===== src/rtl/reg_write_arbiter_pkg.sv =====
// ---------------------------------------------------------------------------
// reg_write_arbiter_pkg
//   Shared bus definitions for the register-file write-back path.
//   Holds the register address and data widths and the default port
//   geometry used by reg_write_arbiter and its round-robin picker.
//   Also defines the packed write-back beat type held in the output
//   register.
// ---------------------------------------------------------------------------
package reg_write_arbiter_pkg;

    localparam int REG_ADDR_W        = 5;
    localparam int DATA_W            = 32;
    localparam int NUM_PORTS_DEFAULT = 3;
    localparam int PORT_ID_W_DEFAULT = 2;

    // One register-file write beat.
    typedef struct packed {
        logic                  en;
        logic [REG_ADDR_W-1:0] addr;
        logic [DATA_W-1:0]     data;
    } wb_beat_t;

    // Register 0 is hard-wired: writes to it are accepted but discarded.
    function automatic logic is_zero_reg(input logic [REG_ADDR_W-1:0] addr);
        return (addr == '0);
    endfunction

endpackage


===== src/rtl/reg_write_arbiter_rr_picker.sv =====
// ---------------------------------------------------------------------------
// rr_picker
//   Purely combinational round-robin selector.
//   Ports:
//     req        in   NUM_PORTS  per-port request vector
//     last_grant in   PORT_ID_W  index of the previous winner
//     grant      out  NUM_PORTS  one-hot winner (all zero if no request)
//     grant_idx  out  PORT_ID_W  binary index of the winner
//     grant_any  out  1          at least one request present
//   The search starts at (last_grant + 1) mod NUM_PORTS and wraps; the
//   first requesting port found wins.
// ---------------------------------------------------------------------------
module rr_picker #(
    parameter int NUM_PORTS = 3,
    parameter int PORT_ID_W = 2
) (
    input  logic [NUM_PORTS-1:0] req,
    input  logic [PORT_ID_W-1:0] last_grant,
    output logic [NUM_PORTS-1:0] grant,
    output logic [PORT_ID_W-1:0] grant_idx,
    output logic                 grant_any
);

    logic [PORT_ID_W-1:0] idx;

    always_comb begin
        grant     = '0;
        grant_idx = '0;
        grant_any = 1'b0;
        idx       = '0;
        // Offsets 1..NUM_PORTS visit every port once, ending on last_grant
        // itself so a lone repeat requester still wins.
        for (int i = 1; i <= NUM_PORTS; i++) begin
            idx = PORT_ID_W'((32'(last_grant) + 32'(i)) % 32'(NUM_PORTS));
            if (!grant_any && req[idx]) begin
                grant_any  = 1'b1;
                grant_idx  = idx;
                grant[idx] = 1'b1;
            end
        end
    end

endmodule


===== src/rtl/reg_write_arbiter.sv =====
// ---------------------------------------------------------------------------
// reg_write_arbiter
//   Round-robin arbiter merging several write-back requesters onto one
//   register-file write port, with a registered output stage and a
//   combinational read-after-write hazard check for the decode stage.
//   Ports:
//     clk, rst                 clock, asynchronous active-high reset
//     req_valid/req_ready      per-port handshake (NUM_PORTS each)
//     req_addr                 packed 5-bit addresses, port k at [5k+4:5k]
//     req_data                 packed 32-bit data, port k at [32k+31:32k]
//     write_en/addr/data       register-file write port (1-cycle latency)
//     grant_id                 port whose write is on write_*
//     query_addr_1/2           decode-stage source addresses
//     query_hit_1/2            pending write to that address exists
//
//   Handshake: a transfer on port k happens at a rising edge where
//   req_valid[k] && req_ready[k]. req_ready is a function of req_valid and
//   the round-robin pointer only (never of address or data), at most one
//   bit is high, and it is forced low while rst is high. A requester keeps
//   valid/addr/data stable until accepted.
// ---------------------------------------------------------------------------
module reg_write_arbiter
    import reg_write_arbiter_pkg::*;
#(
    parameter int NUM_PORTS = NUM_PORTS_DEFAULT,
    parameter int PORT_ID_W = PORT_ID_W_DEFAULT
) (
    input  logic                             clk,
    input  logic                             rst,
    input  logic [NUM_PORTS-1:0]             req_valid,
    output logic [NUM_PORTS-1:0]             req_ready,
    input  logic [NUM_PORTS*REG_ADDR_W-1:0]  req_addr,
    input  logic [NUM_PORTS*DATA_W-1:0]      req_data,
    output logic                             write_en,
    output logic [REG_ADDR_W-1:0]            write_addr,
    output logic [DATA_W-1:0]                write_data,
    output logic [PORT_ID_W-1:0]             grant_id,
    input  logic [REG_ADDR_W-1:0]            query_addr_1,
    input  logic [REG_ADDR_W-1:0]            query_addr_2,
    output logic                             query_hit_1,
    output logic                             query_hit_2
);

    localparam logic [PORT_ID_W-1:0] LAST_GRANT_RST = PORT_ID_W'(NUM_PORTS - 1);

    logic [PORT_ID_W-1:0]  last_grant_q, last_grant_d;
    wb_beat_t              wb_q, wb_d;
    logic [PORT_ID_W-1:0]  grant_id_q, grant_id_d;

    logic [NUM_PORTS-1:0]  pick_grant;
    logic [PORT_ID_W-1:0]  pick_idx;
    logic                  pick_any;
    logic                  transfer;
    logic [REG_ADDR_W-1:0] sel_addr;
    logic [DATA_W-1:0]     sel_data;

    rr_picker #(
        .NUM_PORTS (NUM_PORTS),
        .PORT_ID_W (PORT_ID_W)
    ) u_rr_picker (
        .req        (req_valid),
        .last_grant (last_grant_q),
        .grant      (pick_grant),
        .grant_idx  (pick_idx),
        .grant_any  (pick_any)
    );

    // Since ready is exactly the picker grant, any grant is a transfer.
    assign req_ready = rst ? '0 : pick_grant;
    assign transfer  = pick_any && !rst;

    always_comb begin
        sel_addr = '0;
        sel_data = '0;
        for (int k = 0; k < NUM_PORTS; k++) begin
            if (pick_grant[k]) begin
                sel_addr = req_addr[k*REG_ADDR_W +: REG_ADDR_W];
                sel_data = req_data[k*DATA_W +: DATA_W];
            end
        end
    end

    // Address/data/id hold when idle; only the enable drops.
    always_comb begin
        last_grant_d = last_grant_q;
        wb_d         = wb_q;
        grant_id_d   = grant_id_q;
        wb_d.en      = 1'b0;
        if (transfer) begin
            last_grant_d = pick_idx;
            grant_id_d   = pick_idx;
            wb_d.addr    = sel_addr;
            wb_d.data    = sel_data;
            wb_d.en      = !is_zero_reg(sel_addr);
        end
    end

    always_ff @(posedge clk or posedge rst) begin
        if (rst) begin
            last_grant_q <= LAST_GRANT_RST;
            wb_q         <= '0;
            grant_id_q   <= '0;
        end else begin
            last_grant_q <= last_grant_d;
            wb_q         <= wb_d;
            grant_id_q   <= grant_id_d;
        end
    end

    assign write_en   = wb_q.en;
    assign write_addr = wb_q.addr;
    assign write_data = wb_q.data;
    assign grant_id   = grant_id_q;

    // A write is pending if it is still presented by a requester or is
    // sitting in the output register this cycle. Register 0 never hits.
    always_comb begin
        query_hit_1 = 1'b0;
        query_hit_2 = 1'b0;
        for (int k = 0; k < NUM_PORTS; k++) begin
            if (req_valid[k] && (req_addr[k*REG_ADDR_W +: REG_ADDR_W] == query_addr_1))
                query_hit_1 = 1'b1;
            if (req_valid[k] && (req_addr[k*REG_ADDR_W +: REG_ADDR_W] == query_addr_2))
                query_hit_2 = 1'b1;
        end
        if (wb_q.en && (wb_q.addr == query_addr_1))
            query_hit_1 = 1'b1;
        if (wb_q.en && (wb_q.addr == query_addr_2))
            query_hit_2 = 1'b1;
        if (is_zero_reg(query_addr_1))
            query_hit_1 = 1'b0;
        if (is_zero_reg(query_addr_2))
            query_hit_2 = 1'b0;
    end

endmodule


===== config.mk =====
export PLATFORM = sky130hd
export DESIGN_NAME = reg_write_arbiter
export DESIGN_NICKNAME = d
export VERILOG_FILES = /design/src/rtl/reg_write_arbiter_pkg.sv /design/src/rtl/reg_write_arbiter_rr_picker.sv /design/src/rtl/reg_write_arbiter.sv
export SDC_FILE = /design/constraint.sdc
export NUM_CORES = 1
export LEC_CHECK = 0
export ABC_AREA = 1
export BUFFER_PORTS_ARGS = -buffer_cell sky130_fd_sc_hd__buf_2
export CAP_MARGIN = 25
export CORE_MARGIN = 3
export CORE_UTILIZATION = 45
export CTS_CLUSTER_DIAMETER = 60
export DETAILED_ROUTE_END_ITERATION = 16
export PLACE_DENSITY = 0.81
export SLEW_MARGIN = 10
export SYNTH_ARGS = -nofsm -noshare
export SYNTH_HDL_FRONTEND = slang
export SYNTH_SLANG_ARGS = --single-unit

===== constraint.sdc =====
create_clock -name clk -period 2.92 [get_ports clk]
set_input_delay 0.438 -clock clk [delete_from_list [all_inputs] [get_ports clk]]
set_output_delay 0.438 -clock clk [all_outputs]
set_load 0.02 [all_outputs]

# Word-level counts from Yosys, hierarchy flattened
# Cells that the tools add are included.
[totals]
inputBits = 126
output_inout_bits = 45
register_bits = 42
wordCells = 87
[classes]
div_mod_pow = 3
addsub = 3
bitwise_logic = 2
order_cmp = 6
n_eq_ne = 8
n_reduce_logical = 21
mux = 39
[op_table]
columns = ["operator", "n"]
rows = [
  ["32-bit by 2-bit modulo with 32-bit output, second input constant", 3],
  ["32-bit 2-to-1 mux", 3],
  ["5-bit == test", 8],
  ["38-bit 2-to-1 mux", 1],
  ["1-bit 2-to-1 mux", 19],
  ["5-bit zero test", 3],
  ["5-bit 2-to-1 mux", 3],
  ["1-bit logical AND", 14],
  ["3-bit 2-to-1 mux", 4],
  ["2-bit by 3-bit < comparator with 1-bit output, second input constant", 3],
  ["2-bit by 2-bit adder with 3-bit output, second input constant", 2],
  ["1-bit binary-select mux with 2-bit select", 3],
  ["1-bit demux with 2-bit select", 3],
  ["2-bit by 1-bit greater-or-equal comparator with 1-bit output, second input constant", 3],
  ["2-bit 2-to-1 mux", 3],
  ["3-bit OR", 2],
  ["1-bit zero test", 4],
  ["2-bit by 1-bit adder with 3-bit output, second input constant", 1],
]

# Longest topological paths before layout
[logic_depth]
word_depth = 17
ltp_mapped = 19
depth_no_buf = 18

# Cells and area by module
# A second synthesis with hierarchy kept.
[hier_totals]
hier_cells = 561
hier_area_um2 = 3392.0
[modules_own_cells]
columns = ["mod", "seq_area_each_um2", "area_each_um2", "instances", "cells_each"]
rows = [
  ["reg_write_arbiter", 1027.2, 3062.9, 1, 497],
  ["rr_picker", 0.0, 329.1, 1, 64],
]

# Worst setup path after synthesis
# OpenSTA, ideal clock, no wires.
[synth_path]
kind = "reg-to-output"
start = "reg last_grant_q[0]"
end = "out req_ready[2]"
setup_slack_ps = 528
t_required_ps = 2482
t_arrival_ps = 1954
path_stages_with_launch = 11
path_buffers = 1
path_cell_list = "dfrtp_1 > inv_1 > ha_1 > nand3_1 > inv_1 > a21oi_2 > nand3_2 > o21ai_2 > inv_2 > clkbuf_1 > nor2_1"
[synth_between]
elab_chain_len = 12
word_cells_on_any_way = 39
cone_classes = "3 x add/sub; 3 x div; 6 x order compare; 18 x mux; 2 x bitwise; 7 x reduce/logical"
[synth_lines]
columns = ["element", "line", "rtl"]
rows = [
  ["start: declaration", "reg_write_arbiter.sv:46", "logic [PORT_ID_W-1:0] last_grant_q, last_grant_d;"],
  ["start signal: assignment", "reg_write_arbiter.sv:104", "last_grant_q <= last_grant_d;"],
  ["2-bit by 1-bit adder with 3-bit output", "reg_write_arbiter_rr_picker.sv:34", "idx = PORT_ID_W'((32'(last_grant) + 32'(i)) % 32'(NUM_PORTS));"],
  ["32-bit by 2-bit modulo with 32-bit output", "reg_write_arbiter_rr_picker.sv:34", ""],
  ["2-bit by 3-bit < comparator with 1-bit output (implied by the code), or another cell as far along", "reg_write_arbiter_rr_picker.sv:38", "grant[idx] = 1'b1;"],
  ["1-bit logical AND (implied by the code) / 1-bit 2-to-1 mux (equally long branches)", "reg_write_arbiter_rr_picker.sv:38, reg_write_arbiter_rr_picker.sv:35", ""],
  ["1-bit 2-to-1 mux (on tied branches)", "reg_write_arbiter_rr_picker.sv:38, reg_write_arbiter_rr_picker.sv:35", ""],
  ["1-bit demux with 2-bit select / 1-bit zero test (equally long branches)", "--", ""],
  ["3-bit 2-to-1 mux / 1-bit logical AND (equally long branches)", "reg_write_arbiter_rr_picker.sv:35", "if (!grant_any && req[idx]) begin"],
  ["3-bit OR (no source line) / 1-bit 2-to-1 mux (equally long branches)", "--", ""],
  ["3-bit 2-to-1 mux / 1-bit zero test (equally long branches)", "reg_write_arbiter_rr_picker.sv:35", ""],
  ["3-bit OR (no source line) / 1-bit logical AND (equally long branches)", "--", ""],
  ["3-bit 2-to-1 mux *", "reg_write_arbiter_rr_picker.sv:35", ""],
  ["3-bit 2-to-1 mux *", "reg_write_arbiter.sv:69", "assign req_ready = rst ? '0 : pick_grant;"],
  ["end: declaration", "reg_write_arbiter.sv:31", "output logic [NUM_PORTS-1:0] req_ready,"],
]
# Mark *: on every way between the ends. The rest lies on a longest branch, timed or not. The select of a mux whose other input is x is not followed.

# Worst setup path after layout
# Ends and elaborated chain as after synthesis.

==> metrics <==
Clock Tree Buf Depth 2; static leakage 0.00220 uW; row count 29; crit-path max FO 11; Vias 3840; critical path type flop to output pin; CTS tree built; Net Sw Frac 0.561; Post-Syn Area 3130 um2; Max Slew Vio Count 0; gr ovfl total 0; Logic pwr share 0.735; Fillers 615; Max H-tree Level 2; Setup crit start kind flop; Yosys reg bits 41; unrepaired setup endpoints after global routing no; fraction of registers with async set/reset 1.00; Seq/Total Area, Yosys 0.329; # IOs 171; post_cts resized 0; cts bufs inserted 5; commonest non-fill, non-tap cell in the layout buf_2; vias per cell 5.60; post-route ant nets 0; Placer Congestion 1.01; core area 6530 um2; HP Class input port to async pin; DIE HEIGHT 89.4 um; number of global-route vias before repair 3578; PwrDens 1400 nW/um2; initial antenna violation count 0; fmax 365 MHz; first-pass GRT wire length 16200 um; Post-Syn Area per Cell 6.95 um2; Pint 2540 uW; largest net degree at the start of global routing 47; DR iter-0 viols 295; Crit. Startpoint last_grant_q[0]; Reg clk slew, reported paths 0.09 ns; final core occ 0.631; maxcap violations 0; Final period util 0.938; Crit path arrival time 2.30 ns; routed len/inst 15.5 um; outcome finished, final reports clean; CP Capture Type output pin; distinct cell type count after synthesis 30; Ant. Diodes 0; worst r2r src last_grant_q[0]; Flop pwr share 0.182; R2R cell count 17; starting density of the core 0.479; Primary FF master, synth dfrtp_1; die area 7980 um2; syn nets 580; die extent in x 89.4 um; DRT Pass-1 Iters 7; Clock Root Buffer clkbuf_8; Post-synth EDFFs 0; CTS Hold Bufs 0; postcts setup bufs 0; worst setup margin 0.182 ns; fin crit period 2.74 ns; DRC 0; WL final 10600 um; clock network fraction of total power 0.082; Worst Path Required 2.48 ns; Final #Nets 738; Final setup viols 0; Hold Violations, Final 0; worst slew pin tran 0.518 ns; Max transition margin 0.655; dpl hpwl 8070 um; most frequent cells in the layout buf_2 (170), nand2_1 (101), a21oi_1 (81); ratio of cells with drive above 1 in the final layout 0.340; GRT Total Usage 0.257; Setup TNS 0 ns; synth warn 0; dpl ws 0.411 ns; Clock Skew 0.00778 ns; Switch Pwr 3240 uW; port buffer count 170; Worst-Skew Late Latency 0.29 ns; Worst VDD drop 0.000810 V; Post-Synthesis Cells 450; CTS sink cnt 41; P&R area growth vs syn 31.8%
-- worst max-delay path, stage by stage (launching register included) --
cell	delay [ns]
dfrtp_1	0.41
inv_1	0.09
ha_1	0.37
nand3_1	0.14
inv_1	0.08
a21oi_2	0.15
nand3_2	0.12
o21ai_4	0.18
inv_2	0.12
nor2_1	0.15
buf_2	0.19
-- cell families after synthesis --
kind of cell	synth area share
fa+ha+maj	0.0160
buf+inv	0.104
compound gates	0.267
flops	0.329
xor+xnor	0.0392
simple gates	0.246
-- power groups by stage --
stage                     logic (uW)  clock network (uW)  registers, uW
after floorplan                 2910                   0           1340
after global placement          4050                   0           1050
after detailed placement        4190                   0           1050
after CTS                       4200                 485           1050
after global routing            4730                 513           1080
final                           4250                 475           1050
-- synthesized netlist by cell type, types with 3 or more instances --
cell        n  area share
nand2_1   101        0.12
a21oi_1    81        0.13
nand3_1    48       0.077
dfrtp_1    40        0.32
inv_1      32       0.038
o21ai_1    26       0.042
o21ai_0    20       0.032
a221oi_1   10       0.028
clkbuf_1   10       0.012
buf_2       9       0.014
nand4_1     8       0.016
o22ai_1     8       0.016
nor2_1      7      0.0084
xnor2_1     7       0.020
xor2_1      7       0.020
buf_4       6       0.014
buf_6       5       0.018
ha_1        4       0.016
inv_2       4      0.0048
o21ai_2     3      0.0084
-- per-layer routing --
layer	routed length, um	GRT usage
met5	0	0
met4	206	0.0893
met3	795	0.0544
met2	5290	0.448
met1	4330	0.314
-- through the flow --
step | area [um2] | total power (uW) | std cells | hold slack [ns]
2_1_floorplan | 3130 | 4260 | 450 | 0.518
3_3_place_gp | 3990 | 5100 | 677 | 0.458
3_5_place_dp | 3990 | 5250 | 677 | 0.463
4_1_cts | 4110 | 5740 | 685 | 0.352
5_1_grt | 4120 | 6330 | 686 | 0.354
6_report | 4120 | 5780 | 686 | 0.351
-- registers in the layout, summed over array words and instances (netlist names) --
signal and count:
write_data 32, last_grant_q 2, write_en 1, write_addr 5, grant_id 1
-- cell type report --
class / count / area (um2) / share of cell area
inverter: 37 / 141 / 0.0343
timing repair buffer: 181 / 946 / 0.230
sequential: 41 / 1030 / 0.249
multi-input combinational: 342 / 1790 / 0.434
clock buffer: 6 / 82.6 / 0.0200
tap: 77 / 96.3 / 0.0234
clock inverter: 2 / 37.5 / 0.00911
-- path summary, 6_finish.rpt --
path                              endpoint  slack (ns)
setup / recovery              req_ready[2]        0.18
min in group clk            write_data[22]        0.36
setup reg to reg                  write_en        0.37
hold / removal              write_data[19]        0.35
hold reg to reg             write_data[12]        0.48
max in group asynchronous  last_grant_q[1]        2.21
Power figures use the tool's default switching activity.
